<file path="config.mk">
export PLATFORM = sky130hd
export DESIGN_NAME = writeback_arbiter
export DESIGN_NICKNAME = d
export VERILOG_FILES = /design/src/rtl/power_core_pkg.sv /design/src/rtl/wb_rr_picker.sv /design/src/rtl/writeback_arbiter.sv
export SDC_FILE = /design/constraint.sdc
export NUM_CORES = 1
export LEC_CHECK = 0
export CAP_MARGIN = 25
export CORE_MARGIN = 8
export CORE_UTILIZATION = 40
export DETAILED_ROUTE_END_ITERATION = 12
export PLACE_DENSITY = 0.78
export RECOVER_POWER = 25
export REMOVE_ABC_BUFFERS = 1
export SYNTH_ARGS = -nofsm -noshare
export SYNTH_HDL_FRONTEND = slang
export SYNTH_HIERARCHICAL = 1
export SYNTH_SLANG_ARGS = --single-unit
</file>
<file path="constraint.sdc">
create_clock -name clock_i -period 9.5 [get_ports clock_i]
set_clock_uncertainty 0.15 [all_clocks]
set_input_delay 1.9 -clock clock_i [delete_from_list [all_inputs] [get_ports clock_i]]
set_output_delay 1.9 -clock clock_i [all_outputs]
set_load 0.02 [all_outputs]
</file>
<file path="src/rtl/power_core_pkg.sv">
// ============================================================================
// Module : power_core_pkg
// Brief  : Shared GPR geometry and writeback request record for the core.
// Rev    : 1.0  initial release
// ============================================================================
`default_nettype none

package power_core_pkg;

  localparam int GPR_ADDR_W = 5;
  localparam int GPR_DATA_W = 64;

  typedef struct packed {
    logic [0:GPR_ADDR_W-1] addr;
    logic [0:GPR_DATA_W-1] data;
  } wb_req_t;

endpackage

`default_nettype wire

</file>
<file path="src/rtl/wb_rr_picker.sv">
// ============================================================================
// Module : wb_rr_picker
// Brief  : Combinational find-first-set starting at i_start, wrapping modulo N.
// Rev    : 1.0  initial release
// ============================================================================
`default_nettype none

module wb_rr_picker #(
  parameter int N  = 4,
  parameter int IW = 2
) (
  input  logic [N-1:0]  i_req,
  input  logic [IW-1:0] i_start,
  output logic          o_found,
  output logic [IW-1:0] o_idx
);

  // Scan from the farthest offset down so the nearest hit is written last.
  always_comb begin
    logic [IW:0] sum;
    o_found = 1'b0;
    o_idx   = '0;
    sum     = '0;
    for (int off = N - 1; off >= 0; off--) begin
      sum = {1'b0, i_start} + (IW+1)'(off);
      if (sum >= (IW+1)'(N)) begin
        sum = sum - (IW+1)'(N);
      end
      if (i_req[sum[IW-1:0]]) begin
        o_found = 1'b1;
        o_idx   = sum[IW-1:0];
      end
    end
  end

endmodule

`default_nettype wire

</file>
<file path="src/rtl/writeback_arbiter.sv">
// ============================================================================
// Module : writeback_arbiter
// Brief  : Grants up to two execution-unit writebacks per cycle onto the two
//          register-unit write ports. WB_ARB_ROUND_ROBIN_EN selects rotating
//          priority; otherwise unit 0 has fixed highest priority.
// Rev    : 1.0  initial release
// ============================================================================
`default_nettype none

module writeback_arbiter
  import power_core_pkg::*;
#(
  parameter int NUM_UNITS = 4
) (
  input  logic                                clock_i,
  input  logic                                reset_i,
  input  logic [NUM_UNITS-1:0]                wbValid_i,
  input  logic [0:NUM_UNITS*GPR_ADDR_W-1]     wbAddress_i,
  input  logic [0:NUM_UNITS*GPR_DATA_W-1]     wbData_i,
  output logic [NUM_UNITS-1:0]                wbGrant_o,
  output logic [0:GPR_DATA_W-1]               reg1WritebackData_o,
  output logic [0:GPR_ADDR_W-1]               reg1WritebackAddress_o,
  output logic                                reg1isWriteback_o,
  output logic [0:GPR_DATA_W-1]               reg2WritebackData_o,
  output logic [0:GPR_ADDR_W-1]               reg2WritebackAddress_o,
  output logic                                reg2isWriteback_o,
  output logic                                busy_o
);

  localparam int IDX_W = $clog2(NUM_UNITS);

  function automatic logic [IDX_W-1:0] f_wrapInc(input logic [IDX_W-1:0] idx);
    return (idx == IDX_W'(NUM_UNITS - 1)) ? '0 : idx + 1'b1;
  endfunction

  wb_req_t              w_req [NUM_UNITS];
  logic [IDX_W-1:0]     w_ptr;
  logic                 w_found1;
  logic [IDX_W-1:0]     w_idx1;
  logic                 w_found2;
  logic [IDX_W-1:0]     w_idx2;
  logic [IDX_W-1:0]     w_start2;
  logic [NUM_UNITS-1:0] w_mask2;
  logic [NUM_UNITS-1:0] w_grant;

  logic [0:GPR_DATA_W-1] r_data1;
  logic [0:GPR_ADDR_W-1] r_addr1;
  logic                  r_en1;
  logic [0:GPR_DATA_W-1] r_data2;
  logic [0:GPR_ADDR_W-1] r_addr2;
  logic                  r_en2;

  for (genvar k = 0; k < NUM_UNITS; k++) begin : g_unpack
    assign w_req[k] = {wbAddress_i[k*GPR_ADDR_W +: GPR_ADDR_W],
                       wbData_i[k*GPR_DATA_W +: GPR_DATA_W]};
  end

`ifdef WB_ARB_ROUND_ROBIN_EN
  logic [IDX_W-1:0] r_ptr;
  logic [IDX_W-1:0] w_lastIdx;

  assign w_lastIdx = w_found2 ? w_idx2 : w_idx1;

  always_ff @(posedge clock_i) begin
    if (reset_i) begin
      r_ptr <= '0;
    end else if (w_found1) begin
      r_ptr <= f_wrapInc(w_lastIdx);
    end
  end

  assign w_ptr = r_ptr;
`else
  assign w_ptr = '0;
`endif

  wb_rr_picker #(
    .N  (NUM_UNITS),
    .IW (IDX_W)
  ) u_pick1 (
    .i_req   (wbValid_i),
    .i_start (w_ptr),
    .o_found (w_found1),
    .o_idx   (w_idx1)
  );

  // Same-register writes to pick 1 are held back so the older write lands first.
  for (genvar k = 0; k < NUM_UNITS; k++) begin : g_mask2
    assign w_mask2[k] = wbValid_i[k]
                      && (IDX_W'(k) != w_idx1)
                      && (w_req[k].addr != w_req[w_idx1].addr);
  end

  assign w_start2 = f_wrapInc(w_idx1);

  wb_rr_picker #(
    .N  (NUM_UNITS),
    .IW (IDX_W)
  ) u_pick2 (
    .i_req   (w_mask2),
    .i_start (w_start2),
    .o_found (w_found2),
    .o_idx   (w_idx2)
  );

  always_comb begin
    w_grant = '0;
    if (!reset_i) begin
      if (w_found1) w_grant[w_idx1] = 1'b1;
      if (w_found2) w_grant[w_idx2] = 1'b1;
    end
  end

  assign wbGrant_o = w_grant;
  assign busy_o    = |(wbValid_i & ~w_grant);

  always_ff @(posedge clock_i) begin
    if (reset_i) begin
      r_en1   <= 1'b0;
      r_addr1 <= '0;
      r_data1 <= '0;
      r_en2   <= 1'b0;
      r_addr2 <= '0;
      r_data2 <= '0;
    end else begin
      r_en1 <= w_found1;
      r_en2 <= w_found2;
      if (w_found1) begin
        r_addr1 <= w_req[w_idx1].addr;
        r_data1 <= w_req[w_idx1].data;
      end
      if (w_found2) begin
        r_addr2 <= w_req[w_idx2].addr;
        r_data2 <= w_req[w_idx2].data;
      end
    end
  end

  assign reg1WritebackData_o    = r_data1;
  assign reg1WritebackAddress_o = r_addr1;
  assign reg1isWriteback_o      = r_en1;
  assign reg2WritebackData_o    = r_data2;
  assign reg2WritebackAddress_o = r_addr2;
  assign reg2isWriteback_o      = r_en2;

endmodule

`default_nettype wire

</file>
=== After elaboration in Yosys (flattened, before gate mapping) ===
Index checks and enable logic that the tools add are counted.

* Word-level logic and storage cells: 96
* Output and inout bits: 145
* Bits in registers: 140

* Reduce and logical (&&, ||, !) cells: 12
* Add/sub/neg operators: 8
* Bitwise gates (word level): 5
* Muxes and demuxes: 43
* Order comparisons: 14
* Eq/ne operators: 8

{| class="wikitable"
|+ Operators with widths
! operator !! number
|-
| binary-select mux 69 bit (select 2 bit) || 2
|-
| two-way mux 69 bit || 4
|-
| two-way mux 2 bit || 13
|-
| inequality test 5 bit || 4
|-
| < comparator 2 x 3 -> 1 bit, second input constant || 6
|-
| two-way mux 4 bit || 4
|-
| >= comparator 3 bit, second input constant || 5
|-
| two-way mux 1 bit || 14
|-
| logical AND 1 bit || 10
|-
| binary-select mux 1 bit (select 2 bit) || 4
|-
| subtractor 2 x 1 -> 2 bit, second input constant || 4
|-
| adder 2 x 2 -> 3 bit, second input constant || 2
|-
| NOT 2 -> 3 bit || 2
|-
| bitwise AND 4 bit || 1
|-
| demux 1 bit (select 2 bit) || 2
|-
| >= comparator 2 x 1 -> 1 bit, second input constant || 2
|-
| inequality test 2 bit, first input constant || 2
|-
| NOT 4 bit || 1
|-
| bitwise OR 4 bit || 1
|-
| OR reduction 4 bit || 1
|-
| adder 2 x 1 -> 3 bit, second input constant || 1
|-
| >= comparator 2 x 3 -> 1 bit, second input constant || 1
|-
| adder 2 x 1 -> 2 bit, second input constant || 1
|-
| == test 2 bit, second input constant || 1
|-
| other kinds (2) || 2
|}

=== Depth between registers and ports, before layout ===
Gate-level depths: netlist (run 1).

* Depth in word-level cells: 26
* Gate-level depth with buffers: 19
* Depth with buffers taken out: 16

=== By module ===
The synthesis (run 1) kept the hierarchy.

{| class="wikitable"
|+ Modules (own cells, without submodules)
! module !! cells an instance !! instances !! seq. area each (sq um) !! area each (sq um)
|-
| writeback_arbiter || 735 || 1 || 2802.7 || 8961.1
|-
| wb_rr_picker || 13 || 2 || 0.0 || 77.6
|}

=== Least setup slack after synthesis (run 1) ===
No wires, ideal clock.

* Kind: in2out
* Start: input port wbValid_i[2]
* End: output port busy_o
* Slack: 2247 ps
* Stages on the path: 17
* Data arrival time: 5203 ps
* Data required time: 7450 ps
* Path through: nand2b_1 -> a21oi_1 -> a211oi_2 -> buf_6 -> buf_12 -> mux2i_1 -> xnor2_1 -> nor3_1 -> nor4bb_1 -> mux2i_1 -> a211oi_2 -> buf_4 -> buf_2 -> nand3b_1 -> a21oi_1 -> o21a_1 -> o221ai_1

* Longest elaborated chain between the ends: 25
* Elaborated cells on any way between the ends: 78
* Classes of those cells: add/sub (8); order compare (8); eq/ne (8); mux (38); bitwise (4); reduce/logical (12)

{| class="wikitable"
|+ RTL lines
! item !! RTL line !! source
|-
| start, declared || writeback_arbiter.sv:17 || <nowiki>input logic [NUM_UNITS-1:0] wbValid_i,</nowiki>
|-
| two-way mux 2 bit (*) (3 in series) || wb_rr_picker.sv:29 || <nowiki>if (i_req[sum[IW-1:0]]) begin</nowiki>
|-
| named net w_idx1[0] || writeback_arbiter.sv:39 || <nowiki>logic [IDX_W-1:0] w_idx1;</nowiki>
|-
| NOT 2 -> 3 bit (implied by the code) || writeback_arbiter.sv:91 || <nowiki>&& (w_req[k].addr != w_req[w_idx1].addr);</nowiki>
|-
| binary-select mux 69 bit (select 2 bit) || writeback_arbiter.sv:91 ||
|-
| two-way mux 69 bit (2 in series) || -- ||
|-
| inequality test 5 bit || writeback_arbiter.sv:91 ||
|-
| logical AND 1 bit (*) || writeback_arbiter.sv:91 ||
|-
| named net w_mask2[3] || writeback_arbiter.sv:43 || <nowiki>logic [NUM_UNITS-1:0] w_mask2;</nowiki>
|-
| (+6 left out) || -- ||
|-
| named net w_idx2[0] || writeback_arbiter.sv:41 || <nowiki>logic [IDX_W-1:0] w_idx2;</nowiki>
|-
| (+3 left out) || -- ||
|-
| demux 1 bit (select 2 bit) (*) || writeback_arbiter.sv:110 || <nowiki>if (w_found2) w_grant[w_idx2] = 1'b1;</nowiki>
|-
| bitwise OR 4 bit (no line) (*) || -- ||
|-
| two-way mux 4 bit (*) || writeback_arbiter.sv:110 ||
|-
| two-way mux 4 bit (*) || writeback_arbiter.sv:108 || <nowiki>if (!reset_i) begin</nowiki>
|-
| named net wbGrant_o[1] || writeback_arbiter.sv:20 || <nowiki>output logic [NUM_UNITS-1:0] wbGrant_o,</nowiki>
|-
| NOT 4 bit (*) || writeback_arbiter.sv:115 || <nowiki>assign busy_o = |(wbValid_i & ~w_grant);</nowiki>
|-
| bitwise AND 4 bit (*) || writeback_arbiter.sv:115 ||
|-
| OR reduction 4 bit (*) || writeback_arbiter.sv:115 ||
|-
| end, declared || writeback_arbiter.sv:27 || <nowiki>output logic busy_o</nowiki>
|}

The timed path passes the listed nets; every way through them passes the cells marked *. The select of a mux whose other input is x is not followed.

=== Final worst setup path (run 1) ===
* Start: input port wbValid_i[3]
* End: output port busy_o

* Longest elaborated chain between the ends: 26
* Elaborated cells on any way between the ends: 80
* Classes of those cells: add/sub (8); order compare (8); eq/ne (8); mux (40); bitwise (4); reduce/logical (12)

{| class="wikitable"
|+ RTL lines
! item !! RTL line
|-
| two-way mux 2 bit (*) (4 in series) || wb_rr_picker.sv:29
|-
| named net w_idx1[0] || writeback_arbiter.sv:39
|-
| NOT 2 -> 3 bit (implied by the code) || writeback_arbiter.sv:91
|-
| binary-select mux 69 bit (select 2 bit) || writeback_arbiter.sv:91
|-
| two-way mux 69 bit (2 in series) || --
|-
| inequality test 5 bit || writeback_arbiter.sv:91
|-
| logical AND 1 bit (*) || writeback_arbiter.sv:91
|-
| named net w_mask2[3] || writeback_arbiter.sv:43
|-
| (+6 left out) || --
|-
| named net w_idx2[0] || writeback_arbiter.sv:41
|-
| (+2 left out) || --
|-
| two-way mux 1 bit (implied by the code) || writeback_arbiter.sv:110
|-
| demux 1 bit (select 2 bit) (*) || writeback_arbiter.sv:110
|-
| bitwise OR 4 bit (no line) (*) || --
|-
| two-way mux 4 bit (*) || writeback_arbiter.sv:110
|-
| two-way mux 4 bit (*) || writeback_arbiter.sv:108
|-
| NOT 4 bit (*) || writeback_arbiter.sv:115
|-
| bitwise AND 4 bit (*) || writeback_arbiter.sv:115
|-
| OR reduction 4 bit (*) || writeback_arbiter.sv:115
|}

Marked as above.

==> implementation parameters, run 1 <==
Parameter                              Value

Status
  Result of the run    complete, but fails checks
  Failing checks    max-capacitance violations, max-slew violations

Synthesis
  Most used flip-flop cell after synthesis    sky130_fd_sc_hd__dfxtp_1
  Synth Instances    761
  Mean area per synthesized cell    11.98 µm²
  Part of the Yosys area used for sequential elements    30.74%
  Post-synth EDFFs    0
  Post-Syn Area    between 0.009 and 0.01 mm²
  Most instantiated cells after synthesis    sky130_fd_sc_hd__nor2_1, sky130_fd_sc_hd__mux2i_1, sky130_fd_sc_hd__dfxtp_1, sky130_fd_sc_hd__mux4_2, sky130_fd_sc_hd__clkbuf_1
  Most area-consuming cells after synthesis    sky130_fd_sc_hd__mux4_2, sky130_fd_sc_hd__dfxtp_1, sky130_fd_sc_hd__mux2i_1, sky130_fd_sc_hd__nor2_1, sky130_fd_sc_hd__xnor2_1
  Library cell occupying the most area in the post-synthesis netlist    sky130_fd_sc_hd__mux4_2
  Unique masters post-synth    38
  Most used standard cell by instance count after synthesis    sky130_fd_sc_hd__nor2_1
  Synth warn    6
  Fraction of registers with async set/reset    0%
  Flop and latch count out of synthesis    140
  Area share of the leading cell type in the synthesized netlist    between 30% and 40%

Setup path
  CP Data Required Time    7450 ps
  Crit path kind    input port to primary output
  Nature of the critical path endpoint    primary output
  Number of cells traversed by the worst register-to-register path    3
  Source of the worst register-to-register timing path    reg1WritebackAddress_o[0]$_SDFFE_PP0P_
  Kind of start point of the critical path    input port
  Data arrival at the endpoint of the critical path    roughly 6700 ps
  FF-to-FF setup slack    8520 ps
  Worst flop-to-flop path endpoint    reg1WritebackAddress_o[0]$_SDFFE_PP0P_
  Biggest fanout along the worst timing path    16

Clocking
  Maximum root-to-sink buffer count    2
  Clock root buffer    sky130_fd_sc_hd__clkbuf_16
  Clock-pin slew reported for the worst setup and hold paths after clock tree synthesis    approximately 60 ps
  CTS resizes    0
  CTS Hold Bufs    0
  Clk sink count    between 100 and 150
  Worst skew pair latency    410 ps
  Post-CTS setup-driven buffer insertion count    0
  CTS buffer count    17
  Number of H-tree levels    4
  CTS tree    built

Drt
  Routed Wire Length    between 30000 and 40000 µm
  Average wire length per cell after detail routing    23.59 µm
  Number of detailed-route iterations in the first pass    4
  Met2 routed WL    around 17000 µm
  Vias after detailed routing    approximately 8000
  Avg Vias per Cell    5.517
  Starting DRT DRC Count    approximately 430
  Met1 routed wirelength after detailed routing    approximately 14000 µm
  Topmost layer with routed signal wires    met5
  Count of nets left with antenna violations after detail routing    0
  DRC violations left    0
  Sum of met3 wire segment lengths after detailed routing    between 2000 and 3000 µm

Placement
  Placer Congestion    0.8474
  Hpwl dp    between 20000 and 30000 µm
  Port-buffer cells    around 430
  Post-Place Setup Slack    roughly 860 ps

Timing
  Worst-case setup margin in the final layout    about 750 ps
  Crit path time final    between 8000 and 9000 ps
  Share of the cycle needed by the critical path after routing    92.12%
  Final hold violations    0
  Fin. max-slew vios    36
  RSZ-0062 raised after global routing    false
  Total setup violations reported at the end of the flow    0
  Final hold slack    335.0 ps
  Highest Clock Rate    114.3 MHz
  Summed negative setup slack over all endpoints    0 ps
  Max_slew headroom    -29.81%
  Pin slew with the least headroom to its limit    roughly 1900 ps

Die
  Number of top-level pins    about 430
  X dimension of the die    between 150 and 200 µm
  Floorplan row count    55
  Placeable core region    between 0.02 and 0.025 mm²
  Initial Util    slightly above 40%
  Die outline area    between 0.02 and 0.03 mm²
  Vert. Die Dim    167.0 µm

Global routing
  Overall Global Routing Usage    around a quarter
  Maximum number of pins on one net before global-route repair    between 60 and 70
  Antenna violations before repair    4
  Global route overflow    0
  Vias in the first global route    ~8500
  First-pass GRT wire length    just over 50000 µm

Power
  Share of total power in the clock network    27.5%
  Final total power    ~2.5 mW
  Internal power contribution    1.624 mW
  Total net switching power    between 0.8 and 0.9 mW
  Share of total power in combinational logic    between 40% and 50%
  Leakage dissipation    ~6 nW
  Power density of the placed cells    175.8 mW/mm²
  Relative contribution of sequential cells to total power    a little under 30%
  Worst IR Drop VDD    0.1117 mV
  Switching share of power    roughly a third

Cells and area
  Total number of nets in the final design    approximately 1400
  Final core occ    approximately 63%
  Filler cell count    approximately 1800
  Post-synthesis to final-layout area growth    54.69%
  Fraction of final layout cells sized beyond drive strength 1    around 16%

Hold path
  Path type of the worst min-delay path    register to register
  Worst hold endpoint    reg2WritebackData_o[37]$_SDFFE_PP0P_
  Hold Path Depth    2
  Hold Path Origin    reg2WritebackData_o[37]$_SDFFE_PP0P_

Job
  Max Cap Violations    1
how the worst max path moves through the flow:
stage	start	slack, ps	endpoint	cells past startpoint
2_1_floorplan	wbValid_i[2]	-8140	busy_o	14
3_3_place_gp	wbValid_i[3]	1000	busy_o	15
3_5_place_dp	wbValid_i[3]	860	busy_o	15
4_1_cts	wbValid_i[3]	810	busy_o	15
5_1_grt	wbValid_i[3]	370	busy_o	15
6_report	wbValid_i[3]	750	busy_o	15
per-layer routing:
| metal | up-vias | GRT usage, % |
|---|---|---|
| li1 | 3639 | - |
| met1 | 4021 | 28.35 |
| met3 | 34 | 7.092 |
| met5 | - | 0 |
| met2 | 326 | 41.38 |
| met4 | 2 | 6.776 |
power by group through the flow:
| stage | clock, mW | combinational [mW] | sequential, mW |
|---|---|---|---|
| 2_1_floorplan | 0 | 0.565 | 0.850 |
| 3_3_place_gp | 0 | 1.08 | 0.736 |
| 3_5_place_dp | 0 | 1.10 | 0.740 |
| 4_1_cts | 0.696 | 1.10 | 0.728 |
| 5_1_grt | 0.719 | 1.14 | 0.736 |
| 6_report | 0.681 | 1.07 | 0.726 |
registers in the layout, indices dropped and copies added, names as in the netlist:
register	flops
reg1WritebackData_o	64
reg2WritebackData_o	64
reg1WritebackAddress_o	5
reg2WritebackAddress_o	5
reg1isWriteback_o	1
reg2isWriteback_o	1
cell type report:
type / instances / area, µm² / area share, %
multi-input cells: 548 / 5946 / 42.16
repair buffers: 441 / 4374 / 31.02
flip-flops and latches: 140 / 2803 / 19.87
clock buffers: 17 / 425.4 / 3.017
well taps: 285 / 356.6 / 2.529
clock inverters: 15 / 171.4 / 1.216
inverters: 5 / 18.77 / 0.1331
diodes: 3 / 7.507 / 0.05323
metrics by stage:
stage / instance area [µm²] / instances
6_report: 14100 / 1454
5_1_grt: 14100 / 1454
4_1_cts: 14100 / 1451
3_5_place_dp: 13510 / 1419
3_3_place_gp: 13510 / 1419
2_1_floorplan: 8730 / 693
cell usage in the layout (no fill, tap or decap), types with 2 or more instances in the layout:
cell type	n
sky130_fd_sc_hd__clkdlybuf4s50_1	355
sky130_fd_sc_hd__nor2_1	150
sky130_fd_sc_hd__mux2i_1	150
sky130_fd_sc_hd__dfxtp_1	140
sky130_fd_sc_hd__mux4_2	136
sky130_fd_sc_hd__dlygate4sd3_1	70
sky130_fd_sc_hd__xnor2_1	17
sky130_fd_sc_hd__clkbuf_16	17
sky130_fd_sc_hd__xor2_1	16
sky130_fd_sc_hd__buf_4	16
sky130_fd_sc_hd__a21oi_1	9
sky130_fd_sc_hd__conb_1	9
sky130_fd_sc_hd__nand2_1	8
sky130_fd_sc_hd__o21ai_0	8
sky130_fd_sc_hd__inv_8	6
sky130_fd_sc_hd__inv_1	5
sky130_fd_sc_hd__nor3_1	4
sky130_fd_sc_hd__a211oi_1	4
sky130_fd_sc_hd__ha_1	4
sky130_fd_sc_hd__nand2b_1	4
sky130_fd_sc_hd__diode_2	3
sky130_fd_sc_hd__nor3b_1	3
sky130_fd_sc_hd__nor2b_1	3
sky130_fd_sc_hd__inv_6	3
sky130_fd_sc_hd__clkinvlp_4	3
sky130_fd_sc_hd__nand4_1	2
sky130_fd_sc_hd__nand3_1	2
sky130_fd_sc_hd__a31oi_1	2
sky130_fd_sc_hd__a311oi_1	2
sky130_fd_sc_hd__a211oi_4	2
sky130_fd_sc_hd__nor2_4	2
critical path: stages:
cell,delay (ps)
sky130_fd_sc_hd__clkdlybuf4s50_1,590
sky130_fd_sc_hd__a21oi_1,150
sky130_fd_sc_hd__a211oi_4,710
sky130_fd_sc_hd__mux2i_1,390
sky130_fd_sc_hd__xor2_1,110
sky130_fd_sc_hd__nand4_1,120
sky130_fd_sc_hd__nor3_1,60
sky130_fd_sc_hd__nor4bb_1,540
sky130_fd_sc_hd__mux2i_1,240
sky130_fd_sc_hd__a211oi_4,580
sky130_fd_sc_hd__a32oi_1,230
sky130_fd_sc_hd__o21ai_0,270
sky130_fd_sc_hd__o21a_1,150
sky130_fd_sc_hd__o221ai_1,110
sky130_fd_sc_hd__clkdlybuf4s50_1,560
logic make-up after synthesis:
group,share of synthesized area [%]
XOR/XNOR,3.170
flip-flops,30.74
adder cells (fa/ha/maj),0.5490
buffers and inverters,4.776
multiplexers,50.19
AND/OR/NAND/NOR,8.111
other,0.04114
AO/OA/AOI/OAI,2.416
Power figures use the tool's default switching activity.
==> run 2, diff against run 1 <==
Settings changed: CORE_UTILIZATION 40 to 38.
Clock period 9.5 ns to 7.4 ns, I/O delays scaled along.
==> run 2 against run 1 <==
Compared with the run above:
- the run now ends clean
- critical path type unchanged
- cell count is 2.5% higher
- critical endpoint unchanged
- sequential cell count stayed put
- combinational power is 29% higher
==> implementation parameters, run 2 (synthesis gave the netlist of run 1 again) <==
Parameter                              Value

Status
  Result of the run    completed (was complete, but fails checks)

Power
  Worst IR Drop VDD    0.1598 mV (was 0.1117 mV)
  Leakage dissipation    6.051 nW (was 6.011 nW)
  Power density of the placed cells    226.0 mW/mm² (was 175.8 mW/mm²)
  Final total power    3.215 mW (was 2.479 mW)

Drt
  Met1 routed wirelength after detailed routing    12760 µm (was 13770 µm)
  Number of detailed-route iterations in the first pass    5 (was 4)
  Vias after detailed routing    8115 (was 8022)
  DRC violations left    0 (unchanged)
  Routed Wire Length    34200 µm (was 34310 µm)
  Met2 routed WL    17170 µm (was 17240 µm)
  Average wire length per cell after detail routing    22.94 µm (was 23.59 µm)
  Topmost layer with routed signal wires    met4 (was met5)
  Avg Vias per Cell    5.443 (was 5.517)
  Sum of met3 wire segment lengths after detailed routing    2926 µm (was 2645 µm)
  Count of nets left with antenna violations after detail routing    0 (unchanged)
  Starting DRT DRC Count    528 (was 434)

Timing
  Worst-case setup margin in the final layout    243.4 ps (was 749.0 ps)
  Crit path time final    just over 7000 ps
  Total setup violations reported at the end of the flow    0 (unchanged)
  Fin. max-slew vios    0 (was 36)
  Summed negative setup slack over all endpoints    0 ps (unchanged)
  Share of the cycle needed by the critical path after routing    96.71%
  Highest Clock Rate    139.7 MHz
  Pin slew with the least headroom to its limit    915.2 ps (was 1942 ps)
  Final hold violations    0 (unchanged)
  Max_slew headroom    38.99% (was -29.81%)

Global routing
  Global route overflow    0 (unchanged)
  Maximum number of pins on one net before global-route repair    86 (was 66)
  Overall Global Routing Usage    22.84% (was 23.92%)
  First-pass GRT wire length    50790 µm (was 51800 µm)
  Antenna violations before repair    3 (was 4)
  Vias in the first global route    8665 (was 8503)

Clocking
  Number of H-tree levels    4 (unchanged)
  Clk sink count    140 (unchanged)
  Maximum root-to-sink buffer count    2 (unchanged)
  Post-CTS setup-driven buffer insertion count    0 (unchanged)
  CTS resizes    0 (unchanged)
  CTS tree    built (unchanged)
  Worst skew pair latency    410 ps (about the same)
  CTS buffer count    17 (unchanged)
  CTS Hold Bufs    0 (unchanged)
  Clock root buffer    sky130_fd_sc_hd__clkbuf_16 (unchanged)
  Clock-pin slew reported for the worst setup and hold paths after clock tree synthesis    70 ps (was 60 ps)

Cells and area
  Most used cells in the layout excluding fill and tap cells    sky130_fd_sc_hd__clkdlybuf4s50_1, sky130_fd_sc_hd__nor2_1, sky130_fd_sc_hd__mux2i_1, sky130_fd_sc_hd__dfxtp_1, sky130_fd_sc_hd__mux4_2 (unchanged)
  Final core occ    60.41% (was 62.67%)
  Fraction of final layout cells sized beyond drive strength 1    16.77% (was 16.30%)
  Post-synthesis to final-layout area growth    56.01% (was 54.69%)
  Total number of nets in the final design    1442 (was 1439)
  Most common library cell in the layout ignoring fill and taps    sky130_fd_sc_hd__clkdlybuf4s50_1 (unchanged)

Setup path
  Data arrival at the endpoint of the critical path    5530 ps (was 6700 ps)
  Kind of start point of the critical path    input port (unchanged)
  Crit path kind    input port to primary output (unchanged)
  CP Data Required Time    5770 ps (was 7450 ps)
  Nature of the critical path endpoint    primary output (unchanged)
  Biggest fanout along the worst timing path    28 (was 16)
  Highest cell delay on the worst timing path    570 ps (was 710 ps)
  Slowest cell on the critical path    sky130_fd_sc_hd__clkdlybuf4s50_1 (was sky130_fd_sc_hd__a211oi_4)
  Launching element of the worst setup path    wbValid_i[2] (was wbValid_i[3])
  Cell-by-cell trace of the critical path    clkdlybuf4s50_1 > nand2b_1 > a21oi_1 > a211oi_4 > buf_12 > mux2i_1 > xor2_1 > nand4_1 > nor3_1 > nor4bb_2 > nand2b_1 > a211oi_2 > nor2_4 > nor3b_1 > a21oi_1 > nor2_1 > o221ai_1 > clkdlybuf4s50_1 (was clkdlybuf4s50_1 > a21oi_1 > a211oi_4 > mux2i_1 > xor2_1 > nand4_1 > nor3_1 > nor4bb_1 > mux2i_1 > a211oi_4 > a32oi_1 > o21ai_0 > o21a_1 > o221ai_1 > clkdlybuf4s50_1)
  Source of the worst register-to-register timing path    reg1WritebackAddress_o[0]$_SDFFE_PP0P_ (unchanged)

Placement
  Post-Place Setup Slack    243.5 ps (was 855.1 ps)
  Port-buffer cells    426 (unchanged)
  Placer Congestion    0.8583 (was 0.8474)
  Hpwl dp    26230 µm (was 25970 µm)

Die
  Floorplan row count    56 (was 55)
  Die outline area    0.02920 mm² (was 0.02788 mm²)
  Placeable core region    0.02354 mm² (was 0.02250 mm²)
  Number of top-level pins    427 (unchanged)
  Vert. Die Dim    170.9 µm (was 167.0 µm)
  X dimension of the die    170.9 µm (was 167.0 µm)
  Initial Util    38.72% (was 40.51%)

Job
  Max Cap Violations    0 (was 1)

Hold path
  Hold Path Origin    reg1WritebackData_o[1]$_SDFFE_PP0P_ (was reg2WritebackData_o[37]$_SDFFE_PP0P_)
  Path type of the worst min-delay path    register to register (unchanged)
run 2: cell count changes in the layout (fill, tap and decap cells not counted), sizes merged:
cell           previous run  this run
clkdlybuf4s50           355       354
buf                      16        19
bufinv                    1         3
inv                      14        10
clkinv                    2         3
dlygate4sd3              70        71
clkbuf                   17        18
run 2: final timing paths:
path,slack [ps],cells past startpoint,endpoint
max,240,18,busy_o
min,340,2,reg1WritebackData_o[1]$_SDFFE_PP0P_
max reg2reg,6410,3,reg1WritebackAddress_o[0]$_SDFFE_PP0P_
min reg2reg,340,2,reg1WritebackData_o[1]$_SDFFE_PP0P_
run 2: cell type report:
| cell class | instances | area, µm² |
|---|---|---|
| clock buffer | 18 | 429.2 |
| fill | 1928 | 9320 |
| antenna | 3 | 7.507 |
| multi-input combinational | 548 | 5971 |
| sequential | 140 | 2803 |
| inverter | 5 | 18.77 |
| clock inverter | 14 | 185.2 |
| timing repair buffer | 444 | 4409 |
| tap | 319 | 399.1 |
run 2: worst max-delay path, delay by kind of cell:
| kind | cells | cell delay (ps) |
|---|---|---|
| xor gates and xnor gates | 1 | 180 |
| buffers and inverters | 3 | 1250 |
| muxes | 1 | 310 |
| AOI/OAI and AO/OA | 5 | 880 |
| and+or+nand+nor | 8 | 1420 |
run 2: power breakdown:
group          switching, mW  total, mW  internal (mW)
sequential            0.0588      0.933          0.874
combinational          0.651       1.38          0.731
clock                  0.361      0.900          0.539
run 2: per-layer routing:
metal	GRT usage [%]	vias up
li1	-	3668
met1	25.79	4033
met2	39.71	346
met3	6.891	68
met4	9.490	0
met5	0	-
run 2: per-stage QoR:
step,cells,hold slack (ps),cell area [µm²]
after global routing,1491,361.9,14220
final,1491,335.3,14220
after floorplan,693,402.1,8730
after detailed placement,1456,329.6,13580
after CTS,1488,345.6,14200
after global placement,1456,320.5,13580
==> run 3, diff against run 2 <==
Settings changed: TNS_END_PERCENT from default to 20.
==> results of run 3 <==
Final layout, timing and power as in run 2 (identical DEF).
